$ cat src/rtl/vga_pkg.sv
// vga_pkg: 800x600 timing constants, colour width, background colour and piece descriptor type
package vga_pkg;
  localparam int HBP = 216;
  localparam int HFP = 1016;
  localparam int VBP = 27;
  localparam int VFP = 627;
  localparam int COLOR_W = 12;
  localparam logic [COLOR_W-1:0] BG_COLOR = 12'h000;
  typedef struct packed {
    logic               en;
    logic [9:0]         x0;
    logic [9:0]         y0;
    logic [9:0]         x1;
    logic [9:0]         y1;
    logic [COLOR_W-1:0] color;
  } piece_desc_t;
endpackage

$ cat src/rtl/vga_piece_hit.sv
// vga_piece_hit: inclusive rectangle test of pixel (x,y) against one piece -> hit (plus on_edge under VGA_PIECE_BORDER_EN)
module vga_piece_hit (
  input  logic       en,
  input  logic [9:0] x0,
  input  logic [9:0] x1,
  input  logic [9:0] y0,
  input  logic [9:0] y1,
  input  logic [9:0] x,
  input  logic [9:0] y,
  output logic       hit
`ifdef VGA_PIECE_BORDER_EN
  ,
  output logic       on_edge
`endif
);
  assign hit = en && x0 <= x && x <= x1 && y0 <= y && y <= y1;
`ifdef VGA_PIECE_BORDER_EN
  assign on_edge = x == x0 || x == x1 || y == y0 || y == y1;
`endif
endmodule

$ cat src/rtl/vga_piece_renderer.sv
// vga_piece_renderer: 3-stage rgb pipeline over hc/vc/vidon/syncs, shadow descriptors via wr_valid/wr_ready committed on vsync fall (frame_commit); VGA_PIECE_BORDER_EN inverts piece edge pixels
module vga_piece_renderer #(
  parameter int                 NPIECE   = 7,
  parameter int                 HBP      = vga_pkg::HBP,
  parameter int                 VBP      = vga_pkg::VBP,
  parameter int                 COLOR_W  = vga_pkg::COLOR_W,
  parameter logic [COLOR_W-1:0] BG_COLOR = vga_pkg::BG_COLOR
) (
  input  logic               clk,
  input  logic               clr,
  input  logic [10:0]        hc,
  input  logic [10:0]        vc,
  input  logic               vidon,
  input  logic               hsync_in,
  input  logic               vsync_in,
  input  logic               wr_valid,
  output logic               wr_ready,
  input  logic [2:0]         wr_idx,
  input  logic               wr_en,
  input  logic [9:0]         wr_x0,
  input  logic [9:0]         wr_x1,
  input  logic [9:0]         wr_y0,
  input  logic [9:0]         wr_y1,
  input  logic [COLOR_W-1:0] wr_color,
  output logic               frame_commit,
  output logic [COLOR_W-1:0] rgb,
  output logic               hsync_out,
  output logic               vsync_out
);
  import vga_pkg::piece_desc_t;
  piece_desc_t act_q [NPIECE];
  piece_desc_t act_d [NPIECE];
  piece_desc_t shd_q [NPIECE];
  piece_desc_t shd_d [NPIECE];
  logic dirty_q, dirty_d;
  logic [9:0] x_q, x_d, y_q, y_d;
  logic [2:0] sb1_q, sb1_d, sb2_q, sb2_d;
  logic [1:0] sb3_q, sb3_d;
  logic [NPIECE-1:0] hit_q, hit_d;
`ifdef VGA_PIECE_BORDER_EN
  logic [NPIECE-1:0] edge_q, edge_d;
`endif
  logic [COLOR_W-1:0] rgb_q, rgb_d;
  logic commit;
  assign commit       = sb1_q[0] && !vsync_in && dirty_q;
  assign wr_ready     = !commit;
  assign frame_commit = commit;
  assign rgb          = rgb_q;
  assign hsync_out    = sb3_q[1];
  assign vsync_out    = sb3_q[0];
  for (genvar i = 0; i < NPIECE; i++) begin : g_hit
    vga_piece_hit u_hit (
      .en(act_q[i].en),
      .x0(act_q[i].x0),
      .x1(act_q[i].x1),
      .y0(act_q[i].y0),
      .y1(act_q[i].y1),
      .x(x_q),
      .y(y_q),
      .hit(hit_d[i])
`ifdef VGA_PIECE_BORDER_EN
      ,
      .on_edge(edge_d[i])
`endif
    );
  end
  always_comb begin
    x_d = 10'(hc - 11'(HBP + 1));
    y_d = 10'(vc - 11'(VBP + 1));
    sb1_d = {vidon, hsync_in, vsync_in};
    sb2_d = sb1_q;
    sb3_d = sb2_q[1:0];
    rgb_d = BG_COLOR;
    for (int i = NPIECE - 1; i >= 0; i--)
`ifdef VGA_PIECE_BORDER_EN
      if (hit_q[i]) rgb_d = edge_q[i] ? ~act_q[i].color : act_q[i].color;
`else
      if (hit_q[i]) rgb_d = act_q[i].color;
`endif
    if (!sb2_q[2]) rgb_d = '0;
    shd_d = shd_q;
    act_d = act_q;
    dirty_d = dirty_q;
    if (wr_valid && wr_ready && 32'(wr_idx) < NPIECE) begin
      shd_d[wr_idx] = '{en: wr_en, x0: wr_x0, y0: wr_y0, x1: wr_x1, y1: wr_y1, color: wr_color};
      dirty_d = 1'b1;
    end
    if (commit) begin
      act_d = shd_q;
      dirty_d = 1'b0;
    end
  end
  always_ff @(posedge clk)
    if (!clr) begin
      for (int i = 0; i < NPIECE; i++) begin
        act_q[i] <= '0;
        shd_q[i] <= '0;
      end
      dirty_q <= 1'b0;
      x_q <= '0;
      y_q <= '0;
      sb1_q <= '0;
      sb2_q <= '0;
      sb3_q <= '0;
      hit_q <= '0;
`ifdef VGA_PIECE_BORDER_EN
      edge_q <= '0;
`endif
      rgb_q <= '0;
    end else begin
      act_q <= act_d;
      shd_q <= shd_d;
      dirty_q <= dirty_d;
      x_q <= x_d;
      y_q <= y_d;
      sb1_q <= sb1_d;
      sb2_q <= sb2_d;
      sb3_q <= sb3_d;
      hit_q <= hit_d;
`ifdef VGA_PIECE_BORDER_EN
      edge_q <= edge_d;
`endif
      rgb_q <= rgb_d;
    end
endmodule

$ cat config.mk
export PLATFORM = sky130hd
export DESIGN_NAME = vga_piece_renderer
export DESIGN_NICKNAME = d
export VERILOG_FILES = /design/src/rtl/vga_pkg.sv /design/src/rtl/vga_piece_hit.sv /design/src/rtl/vga_piece_renderer.sv
export SDC_FILE = /design/constraint.sdc
export NUM_CORES = 2
export LEC_CHECK = 0
export CAP_MARGIN = 20
export CORE_MARGIN = 4
export CORE_UTILIZATION = 25
export CTS_CLUSTER_DIAMETER = 50
export CTS_CLUSTER_SIZE = 24
export DETAILED_ROUTE_END_ITERATION = 8
export HOLD_SLACK_MARGIN = 0.05
export PLACE_DENSITY = 0.47
export SYNTH_ARGS = -nofsm -noshare
export SYNTH_HDL_FRONTEND = slang
export SYNTH_HIERARCHICAL = 1
export SYNTH_SLANG_ARGS = --single-unit
export TNS_END_PERCENT = 50
$ cat constraint.sdc
create_clock -name clk -period 2.7 [get_ports clk]
set_input_delay 0.675 -clock clk [delete_from_list [all_inputs] [get_ports clk]]
set_output_delay 0.675 -clock clk [all_outputs]
set_load 0.01 [all_outputs]
==> Word level (Yosys, flattened, before mapping) <==
Index checks and enable logic that the tools add are counted.
{ "op_classes": {"n_addsub": 2, "n_mul": 0, "n_div": 0, "magnitude_cmp": 31, "eq_ne": 0, "shift": 0, "muxes": 10, "bitwise_logic": 2, "n_reduce_logical": 37} }
{ "op_table": {"columns": ["cell", "n"], "rows": [
  ["$bwmux 371", 1],
  ["$le 10x10->1", 28],
  ["$demux 53 s3", 1],
  ["$mux 12", 7],
  ["$mux 53", 1],
  ["$logic_and 1x1->1", 33],
  ["$sub 10x5->10 const B", 1],
  ["$sub 10x8->10 const B", 1],
  ["$ge 4x4->1 const B", 1],
  ["$lt 4x1->1 const B", 1],
  ["$not 3->4", 1],
  ["$lt 3x3->1 const B", 1],
  ["$logic_not 1->1", 2],
  ["$reduce_and 2->1", 1],
  ["$reduce_or 2->1", 1],
  ["$not 1->1", 1]
]} }
{ "totals": {"ff_bits": 790, "latch_bits": 0, "ramBits": 0, "rom_bits": 0, "inputBits": 84, "out_inout_bits": 16, "wordCells": 174, "n_memories": 0} }

==> Logic depth before layout (Yosys ltp) <==
{ "depth": {"word_depth": 7, "depth_mapped": 9, "depth_no_buf": 8} }

==> Cells and area by module <==
Netlist, hierarchy kept.
{ "by_module_without_submodules": {"columns": ["mod", "n_inst", "cells_per_inst", "area_per_inst_um2", "seq_area_each_um2"], "rows": [
  ["vga_piece_renderer", 1, 3521, 29687.2, 15815.2],
  ["vga_piece_hit", 7, 146, 1036.0, 0.0]
]} }

==> Worst setup path after synthesis <==
OpenSTA, ideal clock, no wires.
{ "synth_timing": {"kind": "input to output", "start": "input port vsync_in", "end": "output port frame_commit", "t_arrival_ns": 1.583, "t_required_ns": 2.025, "slack_ns": 0.442, "path_stages": 6, "path_buffers": 4, "path_cell_list": "nand3b_1 buf_4 inv_2 buf_6 buf_2 buf_2"} }
{ "synth_between": {"elab_chain_len": 3} }
{ "synth_rtl": {"columns": ["element", "line_no", "text"], "rows": [
  ["start, declared", "vga_piece_renderer.sv:15", "input logic vsync_in,"],
  ["$logic_not 1->1", "vga_piece_renderer.sv:45", "assign commit = sb1_q[0] && !vsync_in && dirty_q;"],
  ["$logic_and 1x1->1 (2 in a row)", "vga_piece_renderer.sv:45", null],
  ["end, declared", "vga_piece_renderer.sv:25", "output logic frame_commit,"]
]} }
No other way between the ends.

==> Worst setup path in the final report <==
{ "layout_timing": {"start": "register y_q[3]", "end": "register hit_q[0]"} }
{ "layout_between": {"elab_chain_len": 3, "elab_cells_between_ends": 4, "classes_between": "order compare: 2; reduce/logical: 2"} }
{ "layout_rtl": {"columns": ["element", "line_no", "text"], "rows": [
  ["start, declared", "vga_piece_renderer.sv:36", "logic [9:0] x_q, x_d, y_q, y_d;"],
  ["start signal, assigned", "vga_piece_renderer.sv:115", "y_q <= y_d;"],
  ["$le 10x10->1", "vga_piece_hit.sv:16", "assign hit = en && x0 <= x && x <= x1 && y0 <= y && y <= y1;"],
  ["$logic_and 1x1->1", "vga_piece_hit.sv:16", null],
  ["$logic_and 1x1->1 (*)", "vga_piece_hit.sv:16", null],
  ["net hit_d[0]", "vga_piece_renderer.sv:39", "logic [NPIECE-1:0] hit_q, hit_d;"],
  ["end signal, assigned", "vga_piece_renderer.sv:119", "hit_q <= hit_d;"],
  ["end, declared", "vga_piece_renderer.sv:39", null]
]} }
The timed path passes the listed nets; every way through them passes the cells marked *.
A chain may end at the register's enable or synchronous reset.

==> run_results.csv <==
group,metric,value,unit
floorplan,rows,140,
clock_tree,cts_tree,"done",
power,power,0.02961,W
critical_path,critPathTopFamily,"compound AO/OA/AOI/OAI gates",
synthesis,synth_mux_area_share,0,%
detailed_routing,drc,0,
clock_tree,htreeDepth,3,
detailed_routing,drt-initial-drc-count,1762,
synthesis,yosysWarnings,6,
critical_path,worstPathCellList,"buf_12, ha_1, a21oi_1, o21ai_0, a211oi_1, buf_4, o22ai_1, a2111oi_2, buf_4, and2_1",
finish,final_cell_mix,"1575 x nand2_1, 789 x dfxtp_1, 443 x a21boi_0",
critical_path,critPathMaxStageDelay,0.37,ns
global_routing,grt_max_degree,226,
critical_path,cp.arrival,3.20,ns
synthesis,synth.net_count,4909,
detailed_routing,avgViaCountPerCell,4.460,
sta,setup_violations,0,
job,cap_violations,0,
floorplan,die_h,392.4,um
place,port_buffers,97,
detailed_routing,wl_per_cell,16.93,um
power,seq_power_share,40.2,%
synthesis,synth-xor-area-share,0.2371,%
finish,layout.nets,5022,
sta,fin_crit,2.581,ns
detailed_routing,dr_total_vias,29760,
floorplan,io_pins,100,
critical_path,path_max_fanout,7,
clock_tree,numCtsBuffers,109,
power,switchingPower,0.007675,W
detailed_routing,drt_pass1_iterations,5,
power,clockPowerShare,51.5,%
sta,finalMaxSlewViolations,0,
power,netSwitchingFraction,25.92,%
critical_path,cp_common_cell,"buf_4",
synthesis,synthAdderAreaFrac,9.552,%
floorplan,fp.dieArea,154000,um^2
finish,drive_gt1_share,8.926,%
sta,grt_setup_unrepaired,"yes",
synthesis,synthSimpleGateAreaFrac,20.18,%
synthesis,synth-edff-count,0,
status,status,"complete, no violations",
synthesis,ys_ff_latch,790,
critical_path,path_buf_inv,3,
power,ir_drop,0.0004762,V
synthesis,async_flop_share,0,%
worst_hold_path,holdCritPathClass,"register to register",
clock_tree,insertion_delay,0.70,ns
clock_tree,clk_path_buf_depth,3,
sta,worstMarginPinSlew,1.108,ns
power,combPwrFrac,8.3,%
global_routing,track_usage,14.49,%
global_routing,grt_antenna_before_repair,9,
finish,final.fill_count,15406,
synthesis,synth_area_per_cell,8.131,um^2
synthesis,synth_cell_types,47,
place,post-dp-hpwl,71960,um
finish,final_common_cell,"nand2_1",
critical_path,worstSetupEndpointType,"register",
power,intPower,0.02193,W
worst_hold_path,hp-start,"shd_q[336]",
clock_tree,hold_buffers,0,
finish,area_delta_synth_final,22.16,%
floorplan,fp.coreArea,146300,um^2
clock_tree,root_buffer,"clkbuf_16",
finish,ff_latch_area,15820,um^2
sta,clock.fmax,387.4,MHz
sta,period_share,95.60,%
clock_tree,clock_sinks,790,
synthesis,synth_compound_area_share,20.31,%
synthesis,synth_area,36940,um^2
floorplan,die_x,392.4,um
global_routing,first_global_vias,28361,
synthesis,synth_top_family_by_area,"compound AO/OA/AOI/OAI gates",
sta,max_slew_margin,26.14,%
clock_tree,clkTransAtPathRegs,0.06,ns
synthesis,synth_ff_type,"dfxtp_1",
detailed_routing,ant_nets,0,
power,p_leak,16.13,nW
finish,multiInputGateArea,18680,um^2
critical_path,worstReg2RegStart,"y_q[3]",
floorplan,initial_core_util,25.25,%
power,power.density,656.1,nW/um^2
critical_path,worstSetupStartpoint,"y_q[3]",
detailed_routing,routed_wl,113000,um
synthesis,syn_inst,4543,
sta,skew,0.03043,ns
sta,fin_tns_setup,0,ns
global_routing,grt_pass1_wl,172700,um
sta,hold_viol_final,0,
critical_path,slowest_stage,"dfxtp_4",
critical_path,worst-setup-path-type,"register to register",
synthesis,yosysSeqAreaShare,42.81,%
critical_path,worstPathRequired,3.32,ns
critical_path,cp-start-kind,"register",
global_routing,grt.overflow.total,0,
place,place.gp.congestion,0.7600,
[cells by family (layout without fill, tap and decap cells)]
logic type               count (synthesis)  after routing
other                                    0              5
adder cells (fa/ha/maj)                282            282
buffers and inverters                  607            814
flip-flops                             790            790
XOR/XNOR                                10             10
AND/OR/NAND/NOR                       1822           1822
AO/OA/AOI/OAI                         1032           1032
[path summary, 6_finish.rpt]
path / end / slack (ns) / cells past startpoint
max reg2reg: hit_q[0] / 0.12 / 10
max: hit_q[0] / 0.12 / 10
min reg2reg: act_q[336] / 0.43 / 2
min: act_q[336] / 0.43 / 2
[metrics by stage]
step	util [%]	cells	setup WS, ns	area [um^2]	hold slack [ns]
finish	30.85	6672	0.1187	45130	0.4330
CTS	30.79	6665	-0.003809	45040	0.4328
detailed placement	28.09	6459	-0.2245	41090	0.4193
floorplan	-	4543	0.4423	36940	0.4119
global route	30.85	6668	-0.002973	45120	0.4509
global placement	28.09	6459	-0.3106	41090	0.4167
[sequential cells by signal, summed over array words and instances, names as in the netlist]
signal / flops
sb3_q: 2
hit_q: 7
sb1_q: 3
act_q: 371
x_q: 10
sb2_q: 3
rgb: 12
y_q: 10
shd_q: 371
dirty_q: 1
[Yosys cell counts, types with 2 or more instances]
| master | instances | area share [%] |
|---|---|---|
| a2111oi_2 | 14 | 0.57 |
| a211oi_1 | 56 | 1.1 |
| a21boi_0 | 443 | 9.0 |
| a21boi_1 | 300 | 6.1 |
| a21o_1 | 21 | 0.43 |
| a21oi_1 | 77 | 1.0 |
| a21oi_2 | 7 | 0.17 |
| a31o_2 | 7 | 0.17 |
| and2_1 | 29 | 0.49 |
| and3_1 | 9 | 0.15 |
| buf_2 | 63 | 0.85 |
| buf_4 | 10 | 0.20 |
| buf_6 | 21 | 0.64 |
| clkbuf_1 | 169 | 1.7 |
| dfxtp_1 | 790 | 43 |
| ha_1 | 282 | 9.6 |
| inv_1 | 343 | 3.5 |
| nand2_1 | 1575 | 16 |
| nand2b_1 | 25 | 0.42 |
| nand3_1 | 8 | 0.11 |
| nand4_1 | 57 | 0.97 |
| nor2_1 | 32 | 0.33 |
| nor2b_1 | 23 | 0.39 |
| nor3_1 | 34 | 0.46 |
| nor3b_1 | 11 | 0.22 |
| nor4_4 | 3 | 0.17 |
| nor4b_4 | 3 | 0.19 |
| o211ai_1 | 13 | 0.26 |
| o21ai_0 | 61 | 0.83 |
| o21ai_1 | 7 | 0.095 |
| o21bai_1 | 14 | 0.28 |
| o22ai_1 | 7 | 0.12 |
| o31ai_1 | 2 | 0.041 |
| or3_1 | 3 | 0.051 |
| or4_1 | 3 | 0.061 |
| or4b_1 | 2 | 0.054 |
| xnor2_1 | 6 | 0.14 |
| xor2_1 | 4 | 0.095 |
[layout make-up]
type | count | share of cell area [%]
sequential | 790 | 35.06
inverter | 344 | 2.878
tap | 1917 | 5.315
clock inverter | 82 | 2.290
clock buffer | 123 | 6.361
multi-input combinational | 3146 | 41.39
timing repair buffer | 265 | 6.688
antenna | 5 | 0.02773
[power groups by stage]
stage                     clock (W)  sequential, W  combinational [W]
after global placement            0         0.0121            0.00243
after CTS                    0.0157         0.0119            0.00248
after floorplan                   0         0.0122            0.00126
final                        0.0153         0.0119            0.00247
after detailed placement          0         0.0121            0.00246
after global routing         0.0161         0.0119            0.00272
[metal layers]
| layer | part of all wire, % | track usage, % |
|---|---|---|
| met1 | 49 | 20.07 |
| met5 | 0.029 | 0 |
| met4 | 2.8 | 4.254 |
| met2 | 44 | 23.13 |
| met3 | 3.6 | 2.354 |
[worst min-delay path: stages (launching register included)]
cell and delay (ns):
dfxtp_1 0.31, nand2_1 0.05, a21boi_0 0.06
[what timing repair did]
action                     4_1_cts  5_1_grt
setup endpoints to repair        8        5
setup buffers                    1        2
gates resized for setup         11       10
pin swaps                        1        6
(Power assumes the default switching activity.)
